===== src/rtl/alu_issue_ctrl.sv =====
// ---------------------------------------------------------------------------
// alu_issue_ctrl
//
// Reservation station in front of the combinational ALU. Decoded ALU/branch
// instructions are buffered until both source operands are known. Entries
// snoop the ALU and load/store result broadcasts to collect missing operands.
// At most one ready entry per cycle is moved onto the registered ALU ports.
//
// Ports
//   clk_in, rst_in         clock, synchronous active-high reset
//   rdy_in                 global enable, low freezes every register
//   flush_in               misprediction clear from the ROB
//   dsp_*                  dispatch request from the decoder
//   rs_full                registered, high once RS_SIZE-1 or more entries are busy
//   alu_cdb_*, lsb_cdb_*   result broadcasts (tag == EMPTY_TAG means idle)
//   op_type_ex .. tag_in_rob   registered ALU inputs
//
// Widths and empty values mirror the project-wide defines.v constants
// (opTypeWidth, dataWidth, immWidth, addrWidth, tagWidth, emptyTag, ...).
//
// Optional feature macro: RS_OLDEST_FIRST_EN
//   defined     : issue picks the oldest ready entry (per-entry age counter)
//   not defined : issue picks the lowest-index ready entry
// ---------------------------------------------------------------------------
module alu_issue_ctrl #(
    parameter int RS_SIZE = 16,
    parameter int IDX_W   = 4,
    parameter int OP_W    = 6,
    parameter int DATA_W  = 32,
    parameter int IMM_W   = 32,
    parameter int ADDR_W  = 32,
    parameter int TAG_W   = 5,
    parameter logic [TAG_W-1:0] EMPTY_TAG = {1'b1, {(TAG_W-1){1'b0}}}
) (
    input  logic                clk_in,
    input  logic                rst_in,
    input  logic                rdy_in,
    input  logic                flush_in,

    input  logic                dsp_valid,
    input  logic [OP_W-1:0]     dsp_op,
    input  logic [TAG_W-1:0]    dsp_qj,
    input  logic [TAG_W-1:0]    dsp_qk,
    input  logic [DATA_W-1:0]   dsp_vj,
    input  logic [DATA_W-1:0]   dsp_vk,
    input  logic [IMM_W-1:0]    dsp_imm,
    input  logic [ADDR_W-1:0]   dsp_pc,
    input  logic [TAG_W-1:0]    dsp_rob_tag,
    output logic                rs_full,

    input  logic [TAG_W-1:0]    alu_cdb_tag,
    input  logic [DATA_W-1:0]   alu_cdb_data,
    input  logic [TAG_W-1:0]    lsb_cdb_tag,
    input  logic [DATA_W-1:0]   lsb_cdb_data,

    output logic [OP_W-1:0]     op_type_ex,
    output logic [DATA_W-1:0]   data_rs1_ex,
    output logic [DATA_W-1:0]   data_rs2_ex,
    output logic [IMM_W-1:0]    imm_ex,
    output logic [ADDR_W-1:0]   pc_ex,
    output logic [TAG_W-1:0]    tag_in_rob
);

    localparam logic [OP_W-1:0]   EMPTY_OP   = '0;
    localparam logic [DATA_W-1:0] EMPTY_DATA = '0;
    localparam logic [ADDR_W-1:0] EMPTY_ADDR = '0;
    localparam logic [IMM_W-1:0]  EMPTY_IMM  = '0;

    logic [RS_SIZE-1:0] busy;
    logic [OP_W-1:0]    op_q   [RS_SIZE];
    logic [TAG_W-1:0]   qj_q   [RS_SIZE];
    logic [TAG_W-1:0]   qk_q   [RS_SIZE];
    logic [DATA_W-1:0]  vj_q   [RS_SIZE];
    logic [DATA_W-1:0]  vk_q   [RS_SIZE];
    logic [IMM_W-1:0]   imm_q  [RS_SIZE];
    logic [ADDR_W-1:0]  pc_q   [RS_SIZE];
    logic [TAG_W-1:0]   rob_q  [RS_SIZE];
`ifdef RS_OLDEST_FIRST_EN
    // age = number of busy entries dispatched after this one, so it never
    // exceeds RS_SIZE-1 and the largest age is always the oldest entry
    logic [IDX_W-1:0]   age_q  [RS_SIZE];
    logic [IDX_W-1:0]   best_age;
`endif

    logic [RS_SIZE-1:0] ready;
    logic               has_free;
    logic               has_ready;
    logic               do_dsp;
    logic [IDX_W-1:0]   free_idx;
    logic [IDX_W-1:0]   issue_idx;
    logic [IDX_W:0]     busy_cnt;

    logic [TAG_W-1:0]   dsp_qj_r;
    logic [TAG_W-1:0]   dsp_qk_r;
    logic [DATA_W-1:0]  dsp_vj_r;
    logic [DATA_W-1:0]  dsp_vk_r;

    // Readiness and occupancy come from registered state only, so a wakeup
    // captured at one edge can issue at the next edge at the earliest.
    always_comb begin
        ready    = '0;
        busy_cnt = '0;
        has_free = 1'b0;
        free_idx = '0;
        for (int i = 0; i < RS_SIZE; i++) begin
            ready[i] = busy[i] && (qj_q[i] == EMPTY_TAG) && (qk_q[i] == EMPTY_TAG);
            busy_cnt = busy_cnt + (IDX_W+1)'(busy[i]);
        end
        for (int i = RS_SIZE-1; i >= 0; i--) begin
            if (!busy[i]) begin
                has_free = 1'b1;
                free_idx = IDX_W'(i);
            end
        end
        do_dsp = dsp_valid && has_free;
    end

    // Issue selection: fixed lowest-index priority, or the largest age when
    // oldest-first ordering is compiled in.
    always_comb begin
        has_ready = 1'b0;
        issue_idx = '0;
`ifdef RS_OLDEST_FIRST_EN
        best_age  = '0;
        for (int i = 0; i < RS_SIZE; i++) begin
            if (ready[i] && (!has_ready || age_q[i] > best_age)) begin
                has_ready = 1'b1;
                issue_idx = IDX_W'(i);
                best_age  = age_q[i];
            end
        end
`else
        for (int i = RS_SIZE-1; i >= 0; i--) begin
            if (ready[i]) begin
                has_ready = 1'b1;
                issue_idx = IDX_W'(i);
            end
        end
`endif
    end

    // Same-cycle bypass: an operand being broadcast right now is taken from
    // the bus; the ALU broadcast wins if both buses carry the same tag.
    always_comb begin
        dsp_qj_r = dsp_qj;
        dsp_vj_r = dsp_vj;
        dsp_qk_r = dsp_qk;
        dsp_vk_r = dsp_vk;
        if (dsp_qj != EMPTY_TAG && dsp_qj == alu_cdb_tag) begin
            dsp_qj_r = EMPTY_TAG;
            dsp_vj_r = alu_cdb_data;
        end else if (dsp_qj != EMPTY_TAG && dsp_qj == lsb_cdb_tag) begin
            dsp_qj_r = EMPTY_TAG;
            dsp_vj_r = lsb_cdb_data;
        end
        if (dsp_qk != EMPTY_TAG && dsp_qk == alu_cdb_tag) begin
            dsp_qk_r = EMPTY_TAG;
            dsp_vk_r = alu_cdb_data;
        end else if (dsp_qk != EMPTY_TAG && dsp_qk == lsb_cdb_tag) begin
            dsp_qk_r = EMPTY_TAG;
            dsp_vk_r = lsb_cdb_data;
        end
    end

    // Entry and ALU-port registers. The dispatch slot is non-busy at the
    // start of the cycle, so it never collides with the wakeup loop or the
    // issuing slot. rs_full lags the occupancy by one edge on purpose; the
    // RS_SIZE-1 threshold leaves room for the dispatch already in flight.
    always_ff @(posedge clk_in) begin
        if (rst_in) begin
            busy        <= '0;
            rs_full     <= 1'b0;
            op_type_ex  <= EMPTY_OP;
            data_rs1_ex <= EMPTY_DATA;
            data_rs2_ex <= EMPTY_DATA;
            imm_ex      <= EMPTY_IMM;
            pc_ex       <= EMPTY_ADDR;
            tag_in_rob  <= EMPTY_TAG;
        end else if (rdy_in) begin
            rs_full <= (busy_cnt >= (IDX_W+1)'(RS_SIZE-1));
            if (flush_in) begin
                busy        <= '0;
                op_type_ex  <= EMPTY_OP;
                data_rs1_ex <= EMPTY_DATA;
                data_rs2_ex <= EMPTY_DATA;
                imm_ex      <= EMPTY_IMM;
                pc_ex       <= EMPTY_ADDR;
                tag_in_rob  <= EMPTY_TAG;
            end else begin
                for (int i = 0; i < RS_SIZE; i++) begin
                    if (busy[i]) begin
                        if (qj_q[i] != EMPTY_TAG && qj_q[i] == alu_cdb_tag) begin
                            qj_q[i] <= EMPTY_TAG;
                            vj_q[i] <= alu_cdb_data;
                        end else if (qj_q[i] != EMPTY_TAG && qj_q[i] == lsb_cdb_tag) begin
                            qj_q[i] <= EMPTY_TAG;
                            vj_q[i] <= lsb_cdb_data;
                        end
                        if (qk_q[i] != EMPTY_TAG && qk_q[i] == alu_cdb_tag) begin
                            qk_q[i] <= EMPTY_TAG;
                            vk_q[i] <= alu_cdb_data;
                        end else if (qk_q[i] != EMPTY_TAG && qk_q[i] == lsb_cdb_tag) begin
                            qk_q[i] <= EMPTY_TAG;
                            vk_q[i] <= lsb_cdb_data;
                        end
`ifdef RS_OLDEST_FIRST_EN
                        // a new arrival makes every waiting entry one older;
                        // an issuing older peer removes one younger count
                        // from nobody, a younger-than-me issue removes one
                        if (!(has_ready && issue_idx == IDX_W'(i))) begin
                            age_q[i] <= age_q[i] + IDX_W'(do_dsp)
                                      - IDX_W'(has_ready && (age_q[i] > age_q[issue_idx]));
                        end
`endif
                    end
                end

                if (has_ready) begin
                    busy[issue_idx] <= 1'b0;
                    op_type_ex      <= op_q[issue_idx];
                    data_rs1_ex     <= vj_q[issue_idx];
                    data_rs2_ex     <= vk_q[issue_idx];
                    imm_ex          <= imm_q[issue_idx];
                    pc_ex           <= pc_q[issue_idx];
                    tag_in_rob      <= rob_q[issue_idx];
                end else begin
                    op_type_ex  <= EMPTY_OP;
                    data_rs1_ex <= EMPTY_DATA;
                    data_rs2_ex <= EMPTY_DATA;
                    imm_ex      <= EMPTY_IMM;
                    pc_ex       <= EMPTY_ADDR;
                    tag_in_rob  <= EMPTY_TAG;
                end

                if (do_dsp) begin
                    busy[free_idx]  <= 1'b1;
                    op_q[free_idx]  <= dsp_op;
                    qj_q[free_idx]  <= dsp_qj_r;
                    vj_q[free_idx]  <= dsp_vj_r;
                    qk_q[free_idx]  <= dsp_qk_r;
                    vk_q[free_idx]  <= dsp_vk_r;
                    imm_q[free_idx] <= dsp_imm;
                    pc_q[free_idx]  <= dsp_pc;
                    rob_q[free_idx] <= dsp_rob_tag;
`ifdef RS_OLDEST_FIRST_EN
                    age_q[free_idx] <= '0;
`endif
                end
            end
        end
    end

endmodule


===== config.mk =====
export PLATFORM = sky130hd
export DESIGN_NAME = alu_issue_ctrl
export DESIGN_NICKNAME = d
export VERILOG_FILES = /design/src/rtl/alu_issue_ctrl.sv
export SDC_FILE = /design/constraint.sdc
export NUM_CORES = 2
export LEC_CHECK = 0
export CAP_MARGIN = 20
export CORE_UTILIZATION = 45
export CTS_CLUSTER_DIAMETER = 80
export CTS_CLUSTER_SIZE = 12
export DETAILED_ROUTE_END_ITERATION = 6
export PLACE_DENSITY = 0.6
export SETUP_SLACK_MARGIN = 0.02
export SLEW_MARGIN = 20
export SYNTH_ARGS = -nofsm -noshare
export SYNTH_HDL_FRONTEND = slang
export SYNTH_SLANG_ARGS = --single-unit

===== constraint.sdc =====
create_clock -name clk_in -period 15.6 [get_ports clk_in]
set_input_delay 4.68 -clock clk_in [delete_from_list [all_inputs] [get_ports clk_in]]
set_output_delay 4.68 -clock clk_in [all_outputs]
set_load 0.05 [all_outputs]

=== After elaboration in Yosys (flattened, before gate mapping) ===
Memory sizes are Yosys's and may differ from the RTL's.
Index checks and enable logic that the tools add are counted.

* Flip-flop bits (word level): 156
* Memories: 8
* Bits of input ports: 228
* RAM bits: 2,384

* $lt $le $gt $ge: 5
* $add $sub $neg: 15
* Mux-type cells: 579
* Bitwise gates (word level): 67
* Reduce and logical (&&, ||, !) cells: 103
* Equality and inequality tests: 134

{| class="wikitable"
|+ Memories
! name !! words !! bits a word !! read ports !! clocked after memory_dff !! wr ports !! RTL line !! RTL
|-
| imm_q || 16 || 32 || 1 || 0 || 1 || 75 || <nowiki>logic [IMM_W-1:0] imm_q [RS_SIZE];</nowiki>
|-
| pc_q || 16 || 32 || 1 || 0 || 1 || 76 || <nowiki>logic [ADDR_W-1:0] pc_q [RS_SIZE];</nowiki>
|-
| vj_q || 16 || 32 || 1 || 0 || 17 || 73 || <nowiki>logic [DATA_W-1:0] vj_q [RS_SIZE];</nowiki>
|-
| vk_q || 16 || 32 || 1 || 0 || 17 || 74 || <nowiki>logic [DATA_W-1:0] vk_q [RS_SIZE];</nowiki>
|-
| op_q || 16 || 6 || 1 || 0 || 1 || 70 || <nowiki>logic [OP_W-1:0] op_q [RS_SIZE];</nowiki>
|-
| qj_q || 16 || 5 || 16 || 0 || 17 || 71 || <nowiki>logic [TAG_W-1:0] qj_q [RS_SIZE];</nowiki>
|-
| +2 memories || -- || -- || -- || -- || -- || -- ||
|}

{| class="wikitable"
|+ Operators by type and width
! kind !! count
|-
| 32-bit 2-to-1 mux || 44
|-
| 1-bit 2-to-1 mux || 455
|-
| 5-bit equality test || 68
|-
| 5-bit 2-to-1 mux || 38
|-
| 5-bit != test, second input constant || 34
|-
| 5-bit equality test, second input constant || 32
|-
| 4-bit 2-to-1 mux || 32
|-
| 1-bit logical AND || 103
|-
| 16-bit 2-to-1 mux || 6
|-
| 1-bit OR || 64
|-
| 5-bit by 1-bit adder with 5-bit output || 11
|-
| 16-bit AND || 1
|-
| 16-bit NOT || 1
|-
| 16-bit OR || 1
|-
| 6-bit 2-to-1 mux || 2
|-
| 4-bit by 5-bit < comparator with 1-bit output, second input constant || 2
|-
| 1-bit demux with 4-bit select || 2
|-
| 4-bit by 1-bit >= comparator with 1-bit output, second input constant || 2
|-
| 4-bit by 1-bit adder with 5-bit output || 1
|-
| 5-bit by 4-bit >= comparator with 1-bit output, second input constant || 1
|-
| 3-bit by 1-bit adder with 4-bit output || 1
|-
| 2-bit by 1-bit adder with 3-bit output || 1
|-
| 1-bit by 1-bit adder with 2-bit output || 1
|}

=== Logic depth before layout (Yosys ltp) ===
* Word-level depth: 32
* Depth in mapped cells: 15
* Gate-level depth less buffers: 14

=== Worst setup path after synthesis ===
No wires, ideal clock.

* Kind: in2reg
* From: input port rdy_in
* To: memory imm_q[4][0], enable pin
* Path slack: 6,807 ps
* Setup time: 468 ps
* Arrival: 8,325 ps
* Stages on the path: 10
* Cell sequence: buf_2 and2_1 nand2_1 nor2_1 and2_0 nand2_1 or3_1 inv_1 clkbuf_1 clkbuf_1

* Word-level cells in the longest chain between the ends: 3

{| class="wikitable"
|+ RTL lines
! what !! RTL line !! RTL
|-
| start: declaration || 37 || <nowiki>input logic rdy_in,</nowiki>
|-
| 1-bit 2-to-1 mux || 179 || <nowiki>end else if (rdy_in) begin</nowiki>
|-
| 1-bit 2-to-1 mux || 170 || <nowiki>if (rst_in) begin</nowiki>
|-
| 1-bit 2-to-1 mux (not written as such) || 242 || <nowiki>imm_q[free_idx] <= dsp_imm;</nowiki>
|-
| end: declaration || 75 ||
|}

Every way passes these cells.

=== Worst setup path in the final report ===
* From: input port rst_in
* To: memory imm_q[11][25], enable pin

* Word-level cells in the longest chain between the ends: 2

{| class="wikitable"
|+ RTL lines
! what !! RTL line !! RTL
|-
| start: declaration || 36 || <nowiki>input logic rst_in,</nowiki>
|-
| 1-bit 2-to-1 mux || 170 ||
|-
| 1-bit 2-to-1 mux (not written as such) || 242 ||
|}

Every way passes these cells.

==> run_summary.xml <==
<?xml version="1.0" encoding="UTF-8"?>
<metrics>
  <group name="sta">
    <metric name="setup-violations-final" unit="">0</metric>
    <metric name="max_slew.worst_pin.slew" unit="ns">1.23</metric>
    <metric name="post-route-period-util" unit="">0.594</metric>
    <metric name="fin_skew" unit="ns">0.0625</metric>
    <metric name="fmaxAchievable" unit="MHz">108</metric>
    <metric name="timing.final.crit_period" unit="ns">9.27</metric>
    <metric name="fin_worst_hold_slack" unit="ns">0.439</metric>
    <metric name="final_hold_viol_count" unit="">0</metric>
    <metric name="maxSlewViolCount" unit="">0</metric>
    <metric name="fin_ws" unit="ns">6.33</metric>
    <metric name="maxSlewHeadroom" unit="">0.178</metric>
    <metric name="setup_tns" unit="ns">0</metric>
    <metric name="rsz0062_at_grt" unit="">no</metric>
  </group>
  <group name="pwr">
    <metric name="vdd_ir_drop_max" unit="uV">115</metric>
    <metric name="powerDensity" unit="mW/mm^2">99.5</metric>
    <metric name="power" unit="mW">13.6</metric>
    <metric name="power.static_leakage" unit="nW">46.1</metric>
  </group>
  <group name="final_layout">
    <metric name="finalCoreUtilization" unit="">0.505</metric>
    <metric name="finish.cell_count_without_fillers" unit="">14200</metric>
    <metric name="most_frequent_standard_cell_in_the_layout_excluding_fill_and_tap_cells" unit="">sky130_fd_sc_hd__edfxtp_1</metric>
    <metric name="area_growth" unit="%">11.6</metric>
    <metric name="most-common-layout-cells" unit="">sky130_fd_sc_hd__edfxtp_1, sky130_fd_sc_hd__nand2_1, sky130_fd_sc_hd__mux2i_1, sky130_fd_sc_hd__o21ai_0, sky130_fd_sc_hd__nor2_1</metric>
    <metric name="fin_area" unit="mm^2">0.137</metric>
    <metric name="layout-drive-gt1-share" unit="">0.0794</metric>
    <metric name="net_count_reported_at_finish" unit="">10700</metric>
  </group>
  <group name="global_route">
    <metric name="initial_antenna_violation_count" unit="">45</metric>
    <metric name="total_congestion_overflow_after_global_routing" unit="">0</metric>
    <metric name="gr-usage-all-layers" unit="">0.362</metric>
    <metric name="via_count_of_the_first_global_routing_pass" unit="">89500</metric>
    <metric name="grt_max_degree" unit="">122</metric>
    <metric name="grt_pass1_wl" unit="mm">698</metric>
  </group>
  <group name="synthesis">
    <metric name="synth-seq-area-share" unit="">0.609</metric>
    <metric name="synth-edff-count" unit="">2384</metric>
    <metric name="synth-main-ff-cell" unit="">sky130_fd_sc_hd__edfxtp_1</metric>
    <metric name="ys_types" unit="">89</metric>
    <metric name="synth_area_per_cell" unit="um^2">11.6</metric>
    <metric name="yosys_warnings" unit="">0</metric>
    <metric name="fraction_of_registers_with_async_set_reset" unit="">0</metric>
    <metric name="synthesis.area" unit="mm^2">0.123</metric>
    <metric name="ys_ff_latch" unit="">2540</metric>
    <metric name="synth.net_count" unit="">10800</metric>
    <metric name="synthesis.instances" unit="">10600</metric>
  </group>
  <group name="place">
    <metric name="place.detailed.hpwl" unit="mm">287</metric>
    <metric name="detailed_place.area" unit="mm^2">0.130</metric>
    <metric name="port_buf_inserts" unit="">367</metric>
    <metric name="post-place-cells" unit="">13800</metric>
    <metric name="place_worst_setup_slack" unit="ns">5.59</metric>
    <metric name="globalplace.congestion" unit="">0.949</metric>
  </group>
  <group name="clock_network">
    <metric name="cts.hold.buffers_added" unit="">0</metric>
    <metric name="htree_levels" unit="">4</metric>
    <metric name="cts.path.max_buffers" unit="">3</metric>
    <metric name="cts_root_buffer" unit="">sky130_fd_sc_hd__clkbuf_16</metric>
    <metric name="cts.repair.resized" unit="">0</metric>
    <metric name="cts_tree" unit="">yes</metric>
    <metric name="post_cts.repair.setup_buffers" unit="">0</metric>
    <metric name="clk_latency_worst_skew_pair" unit="ns">0.91</metric>
    <metric name="clk_pin_slew_worst_paths" unit="ns">0.06</metric>
    <metric name="tritoncts_num_sinks" unit="">2540</metric>
    <metric name="cts_buffers" unit="">233</metric>
  </group>
  <group name="floorplan">
    <metric name="starting_density_of_the_core" unit="">0.453</metric>
    <metric name="die_area" unit="mm^2">0.275</metric>
    <metric name="core" unit="mm^2">0.271</metric>
    <metric name="dieWidth" unit="um">524</metric>
    <metric name="core.rowCount" unit="">191</metric>
    <metric name="die_height" unit="um">524</metric>
    <metric name="num_io_pins" unit="">368</metric>
  </group>
  <group name="critical_path">
    <metric name="critPathCaptureType" unit="">flop</metric>
    <metric name="startpoint_type" unit="">primary input</metric>
    <metric name="worst_ep_required_time" unit="ns">16.12</metric>
    <metric name="cp_max_fo" unit="">39</metric>
    <metric name="critPathKind" unit="">primary input to flop</metric>
    <metric name="critPathArrivalTime" unit="ns">9.79</metric>
    <metric name="regToRegSetupSlack" unit="ns">8.79</metric>
  </group>
  <group name="job">
    <metric name="maxCapViolCount" unit="">0</metric>
  </group>
  <group name="drt">
    <metric name="route.detailed.vias_per_inst" unit="">6.68</metric>
    <metric name="first_iter_violations" unit="">15600</metric>
    <metric name="drt_pre_antenna_iters" unit="">7</metric>
    <metric name="route.detailed.drc" unit="">11</metric>
    <metric name="wl_per_cell" unit="um">35.7</metric>
    <metric name="route.antenna.remaining_nets" unit="">0</metric>
    <metric name="route.vias.total" unit="">95100</metric>
    <metric name="totalWireLength" unit="mm">508</metric>
  </group>
  <group name="min_path">
    <metric name="worstHoldPathType" unit="">flop to flop</metric>
  </group>
  <group name="status">
    <metric name="run_status" unit="">complete, but fails checks</metric>
    <metric name="violated_checks" unit="">DRC</metric>
  </group>
</metrics>
==> final timing paths <==
| path | from | to | cells after the start |
|---|---|---|---|
| hold reg to reg | data_rs2_ex[25] | data_rs2_ex[25] | 2 |
| setup reg to reg | qj_q[7][4] | data_rs2_ex[14] | 11 |
| setup / recovery | rst_in | imm_q[11][25] | 10 |
| hold / removal | data_rs2_ex[25] | data_rs2_ex[25] | 2 |
==> state kept, by name, indices dropped and copies added (netlist names), 32 cells and up <==
name,flops
imm_q,512
rob_q,80
imm_ex,32
pc_ex,32
vj_q,512
qj_q,80
op_q,96
qk_q,80
vk_q,512
pc_q,512
data_rs1_ex,32
data_rs2_ex,32
==> cells by family (layout without fill, tap and decap cells) <==
group	Yosys count	count (layout)	synth area share
xor gates and xnor gates	342	342	0.0244
and+or+nand+nor	3020	3020	0.105
muxes	1356	1356	0.111
DFF	2540	2540	0.609
buffers and inverters	1120	1161	0.0370
AOI/OAI and AO/OA	2212	2212	0.111
other	0	12	0
adders and majority gates	15	15	0.00214
==> metal layers <==
metal / wire, um / GRT usage / part of all wire / vias to the layer above
met5: 225 / 0 / 0.00044 / -
met4: 33700 / 0.203 / 0.066 / 34
met3: 66500 / 0.0889 / 0.13 / 1591
met2: 221000 / 0.547 / 0.43 / 7328
met1: 187000 / 0.477 / 0.37 / 47100
li1: - / - / - / 39000
==> where the power goes <==
| group | leakage (nW) | total, mW | internal, mW | switching (mW) |
|---|---|---|---|---|
| clock | 3.24 | 5.48 | 2.82 | 2.65 |
| combinational | 19.9 | 0.691 | 0.207 | 0.484 |
| sequential | 22.9 | 7.45 | 7.44 | 0.00347 |
==> cell type report <==
class,count,area [um^2]
flip-flops and latches,2540,74700
multi-input cells,6945,44400
inverters,42,248
clock inverters,21,413
diodes,12,30.0
well taps,3570,4470
clock buffers,398,6450
repair buffers,700,6180
fillers,23500,134000
==> Yosys cell counts, types with 9 or more instances <==
library cell	number	share of area
sky130_fd_sc_hd__o2111ai_1	68	0.0049
sky130_fd_sc_hd__dfxtp_1	156	0.025
sky130_fd_sc_hd__and2_1	53	0.0027
sky130_fd_sc_hd__a32o_1	23	0.0019
sky130_fd_sc_hd__or3_1	34	0.0017
sky130_fd_sc_hd__nor2_1	686	0.021
sky130_fd_sc_hd__nand3_1	269	0.011
sky130_fd_sc_hd__mux2_2	37	0.0034
sky130_fd_sc_hd__a221o_1	18	0.0015
sky130_fd_sc_hd__mux2i_1	1319	0.11
sky130_fd_sc_hd__fa_1	10	0.0016
sky130_fd_sc_hd__o21ai_1	139	0.0057
sky130_fd_sc_hd__nor3_1	197	0.0080
sky130_fd_sc_hd__a22o_1	31	0.0022
sky130_fd_sc_hd__or4_1	28	0.0017
sky130_fd_sc_hd__o221ai_1	34	0.0024
sky130_fd_sc_hd__nor4b_1	9	0.00064
sky130_fd_sc_hd__o21ai_0	776	0.032
sky130_fd_sc_hd__o211ai_1	64	0.0039
sky130_fd_sc_hd__a2111oi_0	21	0.0015
sky130_fd_sc_hd__edfxtp_1	2384	0.58
sky130_fd_sc_hd__xnor2_1	212	0.015
sky130_fd_sc_hd__buf_2	144	0.0059
sky130_fd_sc_hd__inv_1	40	0.0012
sky130_fd_sc_hd__a221oi_1	60	0.0043
sky130_fd_sc_hd__buf_1	91	0.0028
sky130_fd_sc_hd__clkbuf_1	807	0.025
sky130_fd_sc_hd__and3_1	12	0.00061
sky130_fd_sc_hd__o22ai_1	150	0.0077
sky130_fd_sc_hd__o221a_2	26	0.0024
sky130_fd_sc_hd__xor2_1	130	0.0093
sky130_fd_sc_hd__a32oi_1	50	0.0036
sky130_fd_sc_hd__nand2_1	1528	0.047
sky130_fd_sc_hd__a21oi_1	456	0.019
sky130_fd_sc_hd__nand4_1	60	0.0031
sky130_fd_sc_hd__buf_4	31	0.0019
sky130_fd_sc_hd__o32ai_1	29	0.0021
sky130_fd_sc_hd__a31oi_1	91	0.0046
sky130_fd_sc_hd__and2_0	14	0.00071
sky130_fd_sc_hd__o22a_1	22	0.0016
sky130_fd_sc_hd__nor4_1	101	0.0052
sky130_fd_sc_hd__a211oi_1	60	0.0037
==> critical path, stage by stage <==
cell	delay (ns)
sky130_fd_sc_hd__clkdlybuf4s50_1	0.49
sky130_fd_sc_hd__nor2_1	0.16
sky130_fd_sc_hd__and2_2	0.63
sky130_fd_sc_hd__nand2_1	0.21
sky130_fd_sc_hd__nor4_1	0.86
sky130_fd_sc_hd__nand2_4	0.54
sky130_fd_sc_hd__buf_4	0.47
sky130_fd_sc_hd__inv_4	0.17
sky130_fd_sc_hd__buf_4	0.65
sky130_fd_sc_hd__buf_4	0.70
Power figures use the tool's default switching activity.
